## config.mk

```make
export PLATFORM = sky130hd
export DESIGN_NAME = clock_key_frontend
export DESIGN_NICKNAME = d
export VERILOG_FILES = /design/src/rtl/clock_key_frontend.sv
export SDC_FILE = /design/constraint.sdc
export NUM_CORES = 1
export LEC_CHECK = 0
export ABC_CLOCK_PERIOD_IN_PS = 6100
export CAP_MARGIN = 20
export CORE_ASPECT_RATIO = 1.5
export CORE_MARGIN = 1
export CORE_UTILIZATION = 45
export DETAILED_ROUTE_END_ITERATION = 16
export SLEW_MARGIN = 20
export SYNTH_ARGS = -nofsm -noshare
export SYNTH_HDL_FRONTEND = slang
export SYNTH_SLANG_ARGS = --single-unit
```

## constraint.sdc

```tcl
create_clock -name clk -period 6.1 [get_ports clk]
set_input_delay 1.525 -clock clk [delete_from_list [all_inputs] [get_ports clk]]
set_output_delay 1.525 -clock clk [all_outputs]
set_load 0.005 [all_outputs]
```

## src/rtl/clock_key_frontend.sv

```systemverilog
`timescale 1ns/1ps
// clock_key_frontend: sync, debounce and press detection for five keys plus set-mode control.
// Define CLOCK_KEY_AUTO_REPEAT_EN to enable inc/dec auto-repeat.
module clock_key_frontend #(
  parameter int DEBOUNCE_CYCLES = 1_000_000,
  parameter int REPEAT_DELAY    = 25_000_000,
  parameter int REPEAT_RATE     = 5_000_000
) (
  input  logic       clk,
  input  logic       rst,
  input  logic       key_mode_n,
  input  logic       key_sel_n,
  input  logic       key_field_n,
  input  logic       key_inc_n,
  input  logic       key_dec_n,
  output logic       set_mode,
  output logic       sel,
  output logic [1:0] set_select,
  output logic       inc_pulse,
  output logic       dec_pulse
);

  localparam int NK = 5;
  localparam int KM = 0;
  localparam int KS = 1;
  localparam int KF = 2;
  localparam int KI = 3;
  localparam int KD = 4;
  localparam int DW = $clog2(DEBOUNCE_CYCLES + 1);
  localparam logic [DW-1:0] DMAX = DW'(DEBOUNCE_CYCLES);

  if (DEBOUNCE_CYCLES < 1 || REPEAT_DELAY < 1 || REPEAT_RATE < 1)
  begin : g_param_chk
    $error("clock_key_frontend: cycle parameters must be >= 1");
  end

  typedef enum logic [1:0] {
    S_IDLE,
    S_HOLD,
    S_REPEAT,
    S_LOCK
  } state_t;

  logic [NK-1:0] w_raw;
  logic [NK-1:0] r_sync1;
  logic [NK-1:0] r_sync2;
  logic [NK-1:0] r_stable;
  logic [NK-1:0] r_evt;
  logic [DW-1:0] r_dcnt [NK];

  logic       r_set_mode;
  logic       r_sel;
  logic [1:0] r_set_select;

  state_t r_state;
  state_t w_next;
  logic   r_hold_dec;
  logic   r_inc_pulse;
  logic   r_dec_pulse;
  logic   w_start;
  logic   w_fire;
  logic   w_fire_dec;

  logic w_mode_evt;
  logic w_sel_evt;
  logic w_field_evt;
  logic w_inc_evt;
  logic w_dec_evt;
  logic w_inc_held;
  logic w_dec_held;
  logic w_both;
  logic w_mode_fall;
  logic w_key_rel;

  assign w_raw = {key_dec_n, key_inc_n, key_field_n,
                  key_sel_n, key_mode_n};

  always_ff @(posedge clk or posedge rst) begin
    if (rst) begin
      r_sync1 <= '1;
      r_sync2 <= '1;
    end else begin
      r_sync1 <= w_raw;
      r_sync2 <= r_sync1;
    end
  end

  // Stable level flips after DEBOUNCE_CYCLES+1 consecutive differing samples.
  always_ff @(posedge clk or posedge rst) begin
    if (rst) begin
      r_stable <= '1;
      r_evt    <= '0;
      for (int k = 0; k < NK; k++) r_dcnt[k] <= '0;
    end else begin
      for (int k = 0; k < NK; k++) begin
        r_evt[k] <= 1'b0;
        if (r_sync2[k] == r_stable[k]) begin
          r_dcnt[k] <= '0;
        end else if (r_dcnt[k] == DMAX) begin
          r_dcnt[k]   <= '0;
          r_stable[k] <= r_sync2[k];
          r_evt[k]    <= ~r_sync2[k];
        end else begin
          r_dcnt[k] <= r_dcnt[k] + DW'(1);
        end
      end
    end
  end

  assign w_mode_evt  = r_evt[KM];
  assign w_sel_evt   = r_evt[KS];
  assign w_field_evt = r_evt[KF];
  assign w_inc_evt   = r_evt[KI];
  assign w_dec_evt   = r_evt[KD];
  assign w_inc_held  = ~r_stable[KI];
  assign w_dec_held  = ~r_stable[KD];
  assign w_both      = w_inc_held & w_dec_held;
  assign w_mode_fall = w_mode_evt & r_set_mode;
  assign w_key_rel   = r_hold_dec ? ~w_dec_held
                                  : ~w_inc_held;

  // All decisions below use the pre-toggle set_mode.
  always_ff @(posedge clk or posedge rst) begin
    if (rst) begin
      r_set_mode   <= 1'b0;
      r_sel        <= 1'b0;
      r_set_select <= 2'd0;
    end else begin
      if (w_mode_evt) r_set_mode <= ~r_set_mode;
      if (w_sel_evt) r_sel <= ~r_sel;
      if (w_mode_evt && !r_set_mode) begin
        r_set_select <= 2'd0;
      end else if (w_field_evt && r_set_mode) begin
        r_set_select <= r_set_select + 2'd1;
      end
    end
  end

`ifdef CLOCK_KEY_AUTO_REPEAT_EN
  localparam int RMAX = (REPEAT_DELAY > REPEAT_RATE)
                        ? REPEAT_DELAY : REPEAT_RATE;
  localparam int CW = $clog2(RMAX + 1);
  localparam logic [CW-1:0] DLY_LAST  = CW'(REPEAT_DELAY - 1);
  localparam logic [CW-1:0] RATE_LAST = CW'(REPEAT_RATE - 1);

  logic [CW-1:0] r_rcnt;
  logic          w_hold_done;
  logic          w_rate_done;

  assign w_hold_done = (r_rcnt == DLY_LAST);
  assign w_rate_done = (r_rcnt == RATE_LAST);

  always_ff @(posedge clk or posedge rst) begin
    if (rst) begin
      r_rcnt <= '0;
    end else if (w_fire ||
                 !(w_next == S_HOLD || w_next == S_REPEAT)) begin
      r_rcnt <= '0;
    end else begin
      r_rcnt <= r_rcnt + CW'(1);
    end
  end
`endif

  always_ff @(posedge clk or posedge rst) begin
    if (rst) begin
      r_state     <= S_IDLE;
      r_hold_dec  <= 1'b0;
      r_inc_pulse <= 1'b0;
      r_dec_pulse <= 1'b0;
    end else begin
      r_state <= w_next;
      if (w_start) r_hold_dec <= w_dec_evt;
      r_inc_pulse <= w_fire & ~w_fire_dec;
      r_dec_pulse <= w_fire & w_fire_dec;
    end
  end

  always_comb begin
    w_next = r_state;
    if (w_mode_fall) begin
      w_next = S_IDLE;
    end else if (r_set_mode && w_both) begin
      w_next = S_LOCK;
    end else begin
      unique case (r_state)
        S_IDLE: begin
          if (r_set_mode && (w_inc_evt ^ w_dec_evt))
            w_next = S_HOLD;
        end
        S_HOLD: begin
          if (w_key_rel)
            w_next = S_IDLE;
`ifdef CLOCK_KEY_AUTO_REPEAT_EN
          else if (w_hold_done)
            w_next = S_REPEAT;
`endif
        end
        S_REPEAT: begin
          if (w_key_rel)
            w_next = S_IDLE;
        end
        S_LOCK: begin
          if (!w_inc_held && !w_dec_held)
            w_next = S_IDLE;
        end
      endcase
    end
  end

  assign w_start = (r_state == S_IDLE) && (w_next == S_HOLD);

  always_comb begin
    w_fire     = 1'b0;
    w_fire_dec = r_hold_dec;
    unique case (1'b1)
      w_start: begin
        w_fire     = 1'b1;
        w_fire_dec = w_dec_evt;
      end
`ifdef CLOCK_KEY_AUTO_REPEAT_EN
      (r_state == S_HOLD && w_next == S_REPEAT): begin
        w_fire = 1'b1;
      end
      (r_state == S_REPEAT && w_next == S_REPEAT): begin
        w_fire = w_rate_done;
      end
`endif
      default: ;
    endcase
  end

  assign set_mode   = r_set_mode;
  assign sel        = r_sel;
  assign set_select = r_set_select;
  assign inc_pulse  = r_inc_pulse;
  assign dec_pulse  = r_dec_pulse;

endmodule

```

Word-level counts from Yosys, hierarchy flattened --
Index checks and enable logic that the tools add are counted.
Word-level totals: input port bits 7, register bits 129, logic and storage cells 106
Cells by class: multiplexer cells 31, reduce and logical (&&, ||, !) cells 15, bitwise gates (word level) 20, equal/unequal tests 14, $add $sub $neg 6
Operator list (count):
- 20-bit two-way mux | 10
- 20-bit by 1-bit adder with 20-bit output, second input constant | 5
- 20-bit == test, second input constant | 5
- 1-bit inverter | 15
- 2-bit two-way mux | 7
- 1-bit two-way mux | 13
- 2-bit AND reduction | 5
- 1-bit logical AND | 6
- 2-bit one-hot mux with 3 select lines | 1
- 1-bit == test | 5
- 1-bit AND | 4
- 2-bit by 1-bit == test with 1-bit output, second input constant | 2
- 2-bit == test, second input constant | 2
- 2-bit by 1-bit adder with 2-bit output, second input constant | 1
- 2-bit zero test | 1
- 2-bit nonzero test | 1
- 2-bit OR reduction | 1
- 1-bit zero test | 1
- 1-bit XOR | 1

Longest topological paths before layout --
Gate-level depths: netlist of run 1.
depth after elaboration 11, depth in mapped cells 7, mapped depth without buffers 6

Worst setup path before layout of run 1 --
No wires, ideal clock.
kind reg-to-output, start reg r_set_select[0], in the netlist set_select[0], end out set_select[0], arrival time 390 ps, cell stages (with the launch flop) 1, path slack 4185 ps, data required time 4575 ps, cell sequence dfrtp_1
RTL lines:
- start, declared | RTL line 53 | logic [1:0] r_set_select;
- start signal, assigned | RTL line 134 | r_set_select <= r_set_select + 2'd1;
- end, declared | RTL line 18 | output logic [1:0] set_select,
No word-level cell between the ends.

Worst setup path in the final report of run 1 --
start reg r_set_mode, in the netlist set_mode, end out set_mode
RTL lines:
- start, declared | RTL line 51 | logic r_set_mode;
- start signal, assigned | RTL line 129 | if (w_mode_evt) r_set_mode <= ~r_set_mode;
- end, declared | RTL line 16 | output logic set_mode,
No word-level cell between the ends.

==> results of run 1 <==
-- power by group through the flow --
stage	registers, W	clock network, W	logic, W
floorplan	0.000895	0	0.0000413
global placement	0.000898	0	0.0000569
detailed placement	0.000898	0	0.0000586
CTS	0.000884	0.00105	0.0000591
global route	0.000885	0.00108	0.0000671
finish	0.000884	0.00102	0.0000566
-- sequential cells by signal (all words and copies together), names as in the netlist --
register and cells:
r_state 2, dec_pulse 1, r_sync1 5, r_hold_dec 1, set_select 2, r_dcnt 100, inc_pulse 1, r_stable 5
r_evt 5, set_mode 1, r_sync2 5, sel 1
-- cells in the mapped netlist (all sizes together) (3+ instances only) --
| master | number |
|---|---|
| clkbuf | 14 |
| nor4bb | 3 |
| nand2 | 36 |
| nand4 | 27 |
| nor2 | 87 |
| a41o | 3 |
| ha | 12 |
| inv | 28 |
| mux2 | 6 |
| nor4 | 10 |
| and3 | 8 |
| o21ai | 16 |
| nor4b | 10 |
| xor2 | 35 |
| and4 | 14 |
| a21oi | 28 |
| or3 | 16 |
| nor3 | 12 |
| o31ai | 13 |
| dfstp | 15 |
| buf | 5 |
| xnor2 | 37 |
| dfrtp | 114 |
| nand3 | 35 |
| nor3b | 5 |
| or4 | 15 |
-- through the flow --
stage | utilization [%] | instance area (µm²) | hold WS (ns) | cells | setup WS (ns)
detailed placement | 48.3 | 6570 | 0.348 | 786 | 3.11
global route | 52.7 | 7170 | 0.364 | 818 | 2.94
floorplan | - | 6300 | 0.345 | 627 | 1.16
global placement | 48.3 | 6570 | 0.346 | 786 | 3.13
finish | 52.7 | 7170 | 0.354 | 818 | 3.04
CTS | 52.7 | 7170 | 0.356 | 818 | 3.00
-- final cells by class --
type	instances	area [µm²]	area share [%]
clock buffers	21	460	6.42
clock inverters	11	138	1.92
inverters	28	108	1.50
multi-input cells	451	2870	40.0
flip-flops and latches	129	3250	45.3
well taps	162	203	2.83
repair buffers	16	150	2.09
-- layer usage --
| metal | share of wire, % | vias up | track usage [%] |
|---|---|---|---|
| li1 | - | 2270 | - |
| met1 | 44 | 2282 | 22.1 |
| met4 | 1.7 | 0 | 7.24 |
| met3 | 2.3 | 17 | 4.38 |
| met5 | 0 | - | 0 |
| met2 | 52 | 46 | 32.1 |
-- worst max-delay path by stage --
stage / to / slack (ns) / depth (start not counted)
2_1_floorplan: dec_pulse / 1.16 / 1
3_3_place_gp: r_dcnt[35] / 3.13 / 3
3_5_place_dp: r_dcnt[67] / 3.11 / 3
4_1_cts: set_mode / 3.00 / 1
5_1_grt: set_mode / 2.94 / 1
6_report: set_mode / 3.04 / 1
-- kinds of logic (layout without fill, tap and decap cells) --
logic type,Yosys count,count (layout),synth area share [%]
adders and majority gates,12,12,2.38
xor gates and xnor gates,72,72,10.0
DFF,129,129,51.6
AOI/OAI and AO/OA,72,72,7.03
and+or+nand+nor,289,289,25.0
buffers and inverters,47,76,2.94
muxes,6,6,1.07
==> results.txt, run 1 <==
----------------------------------------------------
[Run status]
  Run status ... completed

[CTS]
  Root buf cell ... clkbuf_16
  Total number of clock tree sinks ... 129
  Setup fix buffers added after clock tree synthesis ... 0
  CTS clock-pin slew for the worst setup and hold paths ... 0.05 ns
  Maximum clock path buffer count ... 2
  CTS Buf Count ... 17
  H-Tree Level Count ... 4
  Clock tree from TritonCTS ... built
  Clock latency at the later pin of the worst-skew pair ... 0.41 ns
  Count of hold-fix buffers inserted at cts ... 0
  # resized after CTS ... 0

[Route]
  Average routed wire per standard cell ... 14.6 µm
  Number of optimization iterations in the first detailed-route pass ... 4
  Count of unresolved DRC violations after routing ... 0
  Starting DRC count in detailed routing ... 189
  Detailed-route via count ... 4615
  Antenna-violating nets left ... 0
  Wirelength, routed ... 11900 µm
  Ratio of routed vias to standard cells ... 5.64

[Setup path]
  CP arrival ... 1.53 ns
  Critical path endpoint category ... output port
  Worst-path maximum fanout ... 11
  Critical Path, Cell by Cell ... clkdlybuf4s50_1
  Kind of cell with the highest combined delay on the critical path ... buffers and inverters
  R2R cell count ... 4
  Critical path launch point ... set_mode
  Crit Path Category ... register to output port
  Endpoint of the worst register-to-register path ... r_dcnt[43]
  Critical path's largest stage delay ... 0.61 ns
  Data required time at the worst endpoint ... 4.58 ns
  Buffers and inverters on the worst path ... 1
  Startpoint of the most critical register-to-register path ... r_dcnt[55]
  Startpoint class of the critical path ... register
  Slack of the worst reg-to-reg path ... 3.83 ns
  Slowest CP cell ... clkdlybuf4s50_1

[Pwr]
  Combinational share of power ... 2.9%
  Power density of the placed cells ... 273 nW/µm²
  Portion of total power attributed to sequential cells ... 45.1%
  Switching power summed over all nets ... 0.000411 W
  Worst VDD drop ... 221 µV
  Cell-internal power ... 0.00155 W
  Leakage power ... 2.94 nW
  Clock network fraction of design power ... 52.0%
  Final total power ... 0.00196 W
  Sw Ratio ... 21.0%

[STA]
  Fin Clk Skew ... 0.00593 ns
  RSZ-0062 raised after global routing ... no
  Fraction of the cycle the final worst path needs ... 50.2%
  Total of endpoints with negative setup slack in the final report ... 0
  Highest attainable clock frequency ... 327 MHz
  Final hold viol count ... 0
  Worst-Margin Slew ... 0.695 ns
  Final critical delay including setup and external delays ... 3.06 ns
  Final number of max-transition violations ... 0
  Worst max-slew margin expressed relative to the limit ... 53.7%
  Final-layout setup total negative slack ... 0 ns

[Synth]
  Syn_area_per_cell ... 10.0 µm²
  Share of flip-flops with an asynchronous set or reset after synthesis ... 100%
  Register bit count reported by yosys ... 129
  Post-synth cell types ... 45
  Biggest area contributors in the synthesized netlist ... dfrtp_1, dfstp_2, nor2_1
  Gate Count Post-Synth ... 627
  Post-synth top area share ... 45.3%
  Library cell occupying the most area in the post-synthesis netlist ... dfrtp_1
  Post-synth EDFFs ... 0
  Synth warnings ... 0
  Synthesized net count ... 646
  Seq/Total Area, Yosys ... 51.6%
  Mapped Area ... 6300 µm²
  Ys flop type ... dfrtp_1

[Global routing]
  Via count of the first global-routing pass ... 4630
  Maximum number of pins on one net before global-route repair ... 48
  Global-route wire length before repair ... 21500 µm
  Antenna violations before repair ... 0
  Gr usage total ... 18.5%
  Overflow left after global routing ... 0

[Placement]
  Count of input and output buffers ... 12
  Detailed placement HPWL ... 8000 µm
  GP Congestion ... 0.775

[Flow run]
  Total of max-cap violations ... 0

[Final layout]
  # diodes ... 0
  P&R area growth vs syn ... 13.9%
  Final net count ... 662
  Fillers ... 1198
  Top library cells by usage in the layout, fill and taps aside ... dfrtp_1, nor2_1, xnor2_1
  Most frequent standard cell in the layout excluding fill and tap cells ... dfrtp_1
  Proportion of layout cells with a drive suffix above 1 ... 9.60%

[Floorplan]
  Site Rows ... 52
  Num ports ... 13
  Total Die Area ... 14500 µm²
  Width of the die ... 98.6 µm
  Core Area ... 13600 µm²
  Die boundary height ... 147 µm
  Effective utilization at floorplan ... 46.3%

[Hold path]
  Kind of path behind the tightest hold check ... register to register
  Worst-case hold path end point ... r_sync2[2]
  Hold depth ... 0
  Worst Min Path Start ... r_sync1[2]

----------------------------------------------------
Note: power is estimated with default switching activity, not from simulation.
==> inputs of run 2 (changes only) <==
--- a/config.mk
+++ b/config.mk
@@ -5,7 +5,7 @@
 export SDC_FILE = /design/constraint.sdc
 export NUM_CORES = 1
 export LEC_CHECK = 0
-export ABC_CLOCK_PERIOD_IN_PS = 6100
+export ABC_CLOCK_PERIOD_IN_PS = 3100
 export CAP_MARGIN = 20
 export CORE_ASPECT_RATIO = 1.5
 export CORE_MARGIN = 1
==> constraint.sdc (replaced) <==
create_clock -name clk -period 3.1 [get_ports clk]
set_input_delay 0.775 -clock clk [delete_from_list [all_inputs] [get_ports clk]]
set_output_delay 0.775 -clock clk [all_outputs]
set_load 0.005 [all_outputs]
==> run 2 against run 1 <==
Clock power is 97% higher; die area stayed put; via count is 0.48% lower; power is 97% higher; core utilization is 0.092 points higher; global-route usage is 0.52 points lower; setup slack worse by 2.2 ns; flip-flop and latch count stayed put; wire length is 0.87% lower; highest routed layer unchanged.
==> results.txt, run 2 (synthesis results as in run 1) <==
----------------------------------------------------
[Setup path]
  Slowest CP cell ... clkdlybuf4s50_1
  CP arrival ... 1.53 ns
  Critical Path, Cell by Cell ... clkdlybuf4s50_1
  Worst-path maximum fanout ... 11
  Critical path endpoint category ... output port
  Slack of the worst reg-to-reg path ... 0.84 ns
  Startpoint class of the critical path ... register
  Kind of cell with the highest combined delay on the critical path ... buffers and inverters
  Critical path's largest stage delay ... 0.57 ns
  Data required time at the worst endpoint ... 2.32 ns
  Buffers and inverters on the worst path ... 1
  Crit Path Category ... register to output port

[Floorplan]
  Width of the die ... 98.6 µm
  Core Area ... 13600 µm²
  Total Die Area ... 14500 µm²
  Num ports ... 13
  Site Rows ... 52
  Die boundary height ... 147 µm
  Effective utilization at floorplan ... 46.3%

[Route]
  Detailed-route via count ... 4593
  Starting DRC count in detailed routing ... 208
  Wirelength, routed ... 11800 µm
  Ratio of routed vias to standard cells ... 5.62
  Number of optimization iterations in the first detailed-route pass ... 4
  Count of unresolved DRC violations after routing ... 0
  Antenna-violating nets left ... 0
  Average routed wire per standard cell ... 14.5 µm

[STA]
  Worst Setup Slack, final ... 0.800 ns
  Total of endpoints with negative setup slack in the final report ... 0
  Highest attainable clock frequency ... 435 MHz
  Worst-Margin Slew ... 0.700 ns
  Final hold viol count ... 0
  RSZ-0062 raised after global routing ... no
  Final number of max-transition violations ... 0
  Fraction of the cycle the final worst path needs ... 74.2%
  Worst max-slew margin expressed relative to the limit ... 53.3%
  Final critical delay including setup and external delays ... 2.30 ns
  Fin Clk Skew ... 0.00500 ns
  Final-layout setup total negative slack ... 0 ns

[Placement]
  GP Congestion ... 0.813
  Worst slack after detailed placement ... 0.851 ns
  Count of input and output buffers ... 12
  Detailed placement HPWL ... 7880 µm

[Global routing]
  Gr usage total ... 18.0%
  Overflow left after global routing ... 0
  Via count of the first global-routing pass ... 4730
  Global-route wire length before repair ... 20900 µm
  Maximum number of pins on one net before global-route repair ... 130
  Antenna violations before repair ... 0

[Final layout]
  Most frequent standard cell in the layout excluding fill and tap cells ... dfrtp_1
  Number of flip-flops under the largest register name ... 100
  Largest register by flop count ... r_dcnt
  Proportion of layout cells with a drive suffix above 1 ... 9.62%
  Sequential cell area in the final layout ... 3250 µm²
  P&R area growth vs syn ... 14.1%
  Top library cells by usage in the layout, fill and taps aside ... dfrtp_1, nor2_1, xnor2_1
  Area occupied by multi-input gates ... 2870 µm²
  # diodes ... 0
  Final net count ... 661
  Fillers ... 1226

[Pwr]
  Leakage power ... 2.93 nW
  Combinational share of power ... 2.9%
  Sw Ratio ... 21.6%
  Worst VDD drop ... 354 µV
  Final total power ... 0.00387 W
  Power density of the placed cells ... 538 nW/µm²
  Clock network fraction of design power ... 52.1%
  Switching power summed over all nets ... 0.000834 W
  Cell-internal power ... 0.00303 W
  Portion of total power attributed to sequential cells ... 45.0%

[CTS]
  Clock tree from TritonCTS ... built
  Clock latency at the later pin of the worst-skew pair ... 0.41 ns
  Maximum clock path buffer count ... 2
  Count of hold-fix buffers inserted at cts ... 0
  # resized after CTS ... 0
  Total number of clock tree sinks ... 129
  H-Tree Level Count ... 4
  Root buf cell ... clkbuf_16
  Setup fix buffers added after clock tree synthesis ... 0
  CTS clock-pin slew for the worst setup and hold paths ... 0.06 ns
  CTS Buf Count ... 17

[Flow run]
  Total of max-cap violations ... 0

[Hold path]
  Kind of path behind the tightest hold check ... register to register

[Run status]
  Run status ... completed

----------------------------------------------------
[run 2: cell count changes in the layout (fill, tap and decap cells not counted), sizes merged]
cell      previous run  this run
clkinvlp             3         5
buf                  4         3
clkbuf              21        19
[run 2: through the flow]
step,cell area (µm²),utilization (%),hold slack [ns],std cells
finish,7180,52.8,0.357,817
global route,7180,52.8,0.358,817
CTS,7180,52.8,0.360,817
detailed placement,6580,48.4,0.348,785
global placement,6580,48.4,0.346,785
floorplan,6300,-,0.345,627
[run 2: worst paths after layout]
kind | start | to | depth (start not counted)
worst max-delay path | set_mode | set_mode | 1
worst min-delay path | r_sync1[2] | r_sync2[2] | 0
worst max register to register | r_dcnt[55] | r_dcnt[43] | 4
worst min register to register | r_sync1[2] | r_sync2[2] | 0
max in group asynchronous | rst | r_dcnt[15] | 3
min in group asynchronous | rst | r_dcnt[48] | 3
[run 2: cell type report]
type / count / area share (%)
clock inverter: 13 / 2.25
tap: 162 / 2.82
sequential: 129 / 45.2
timing repair buffer: 15 / 2.16
clock buffer: 19 / 6.17
inverter: 28 / 1.52
multi-input combinational: 451 / 39.9
[run 2: power groups by stage]
stage | Clock [W] | Combinational (W) | Sequential (W)
final | 0.00201 | 0.000113 | 0.00174
after detailed placement | 0 | 0.000117 | 0.00177
after CTS | 0.00206 | 0.000118 | 0.00174
after global placement | 0 | 0.000113 | 0.00177
after global routing | 0.00214 | 0.000132 | 0.00174
after floorplan | 0 | 0.0000817 | 0.00176
[run 2: routing by layer]
metal,up-vias,part of all wire [%],track usage (%)
li1,2269,-,-
met3,14,2.8,3.90
met5,-,0,0
met4,0,1.4,7.91
met1,2248,42,20.2
met2,62,53,32.5
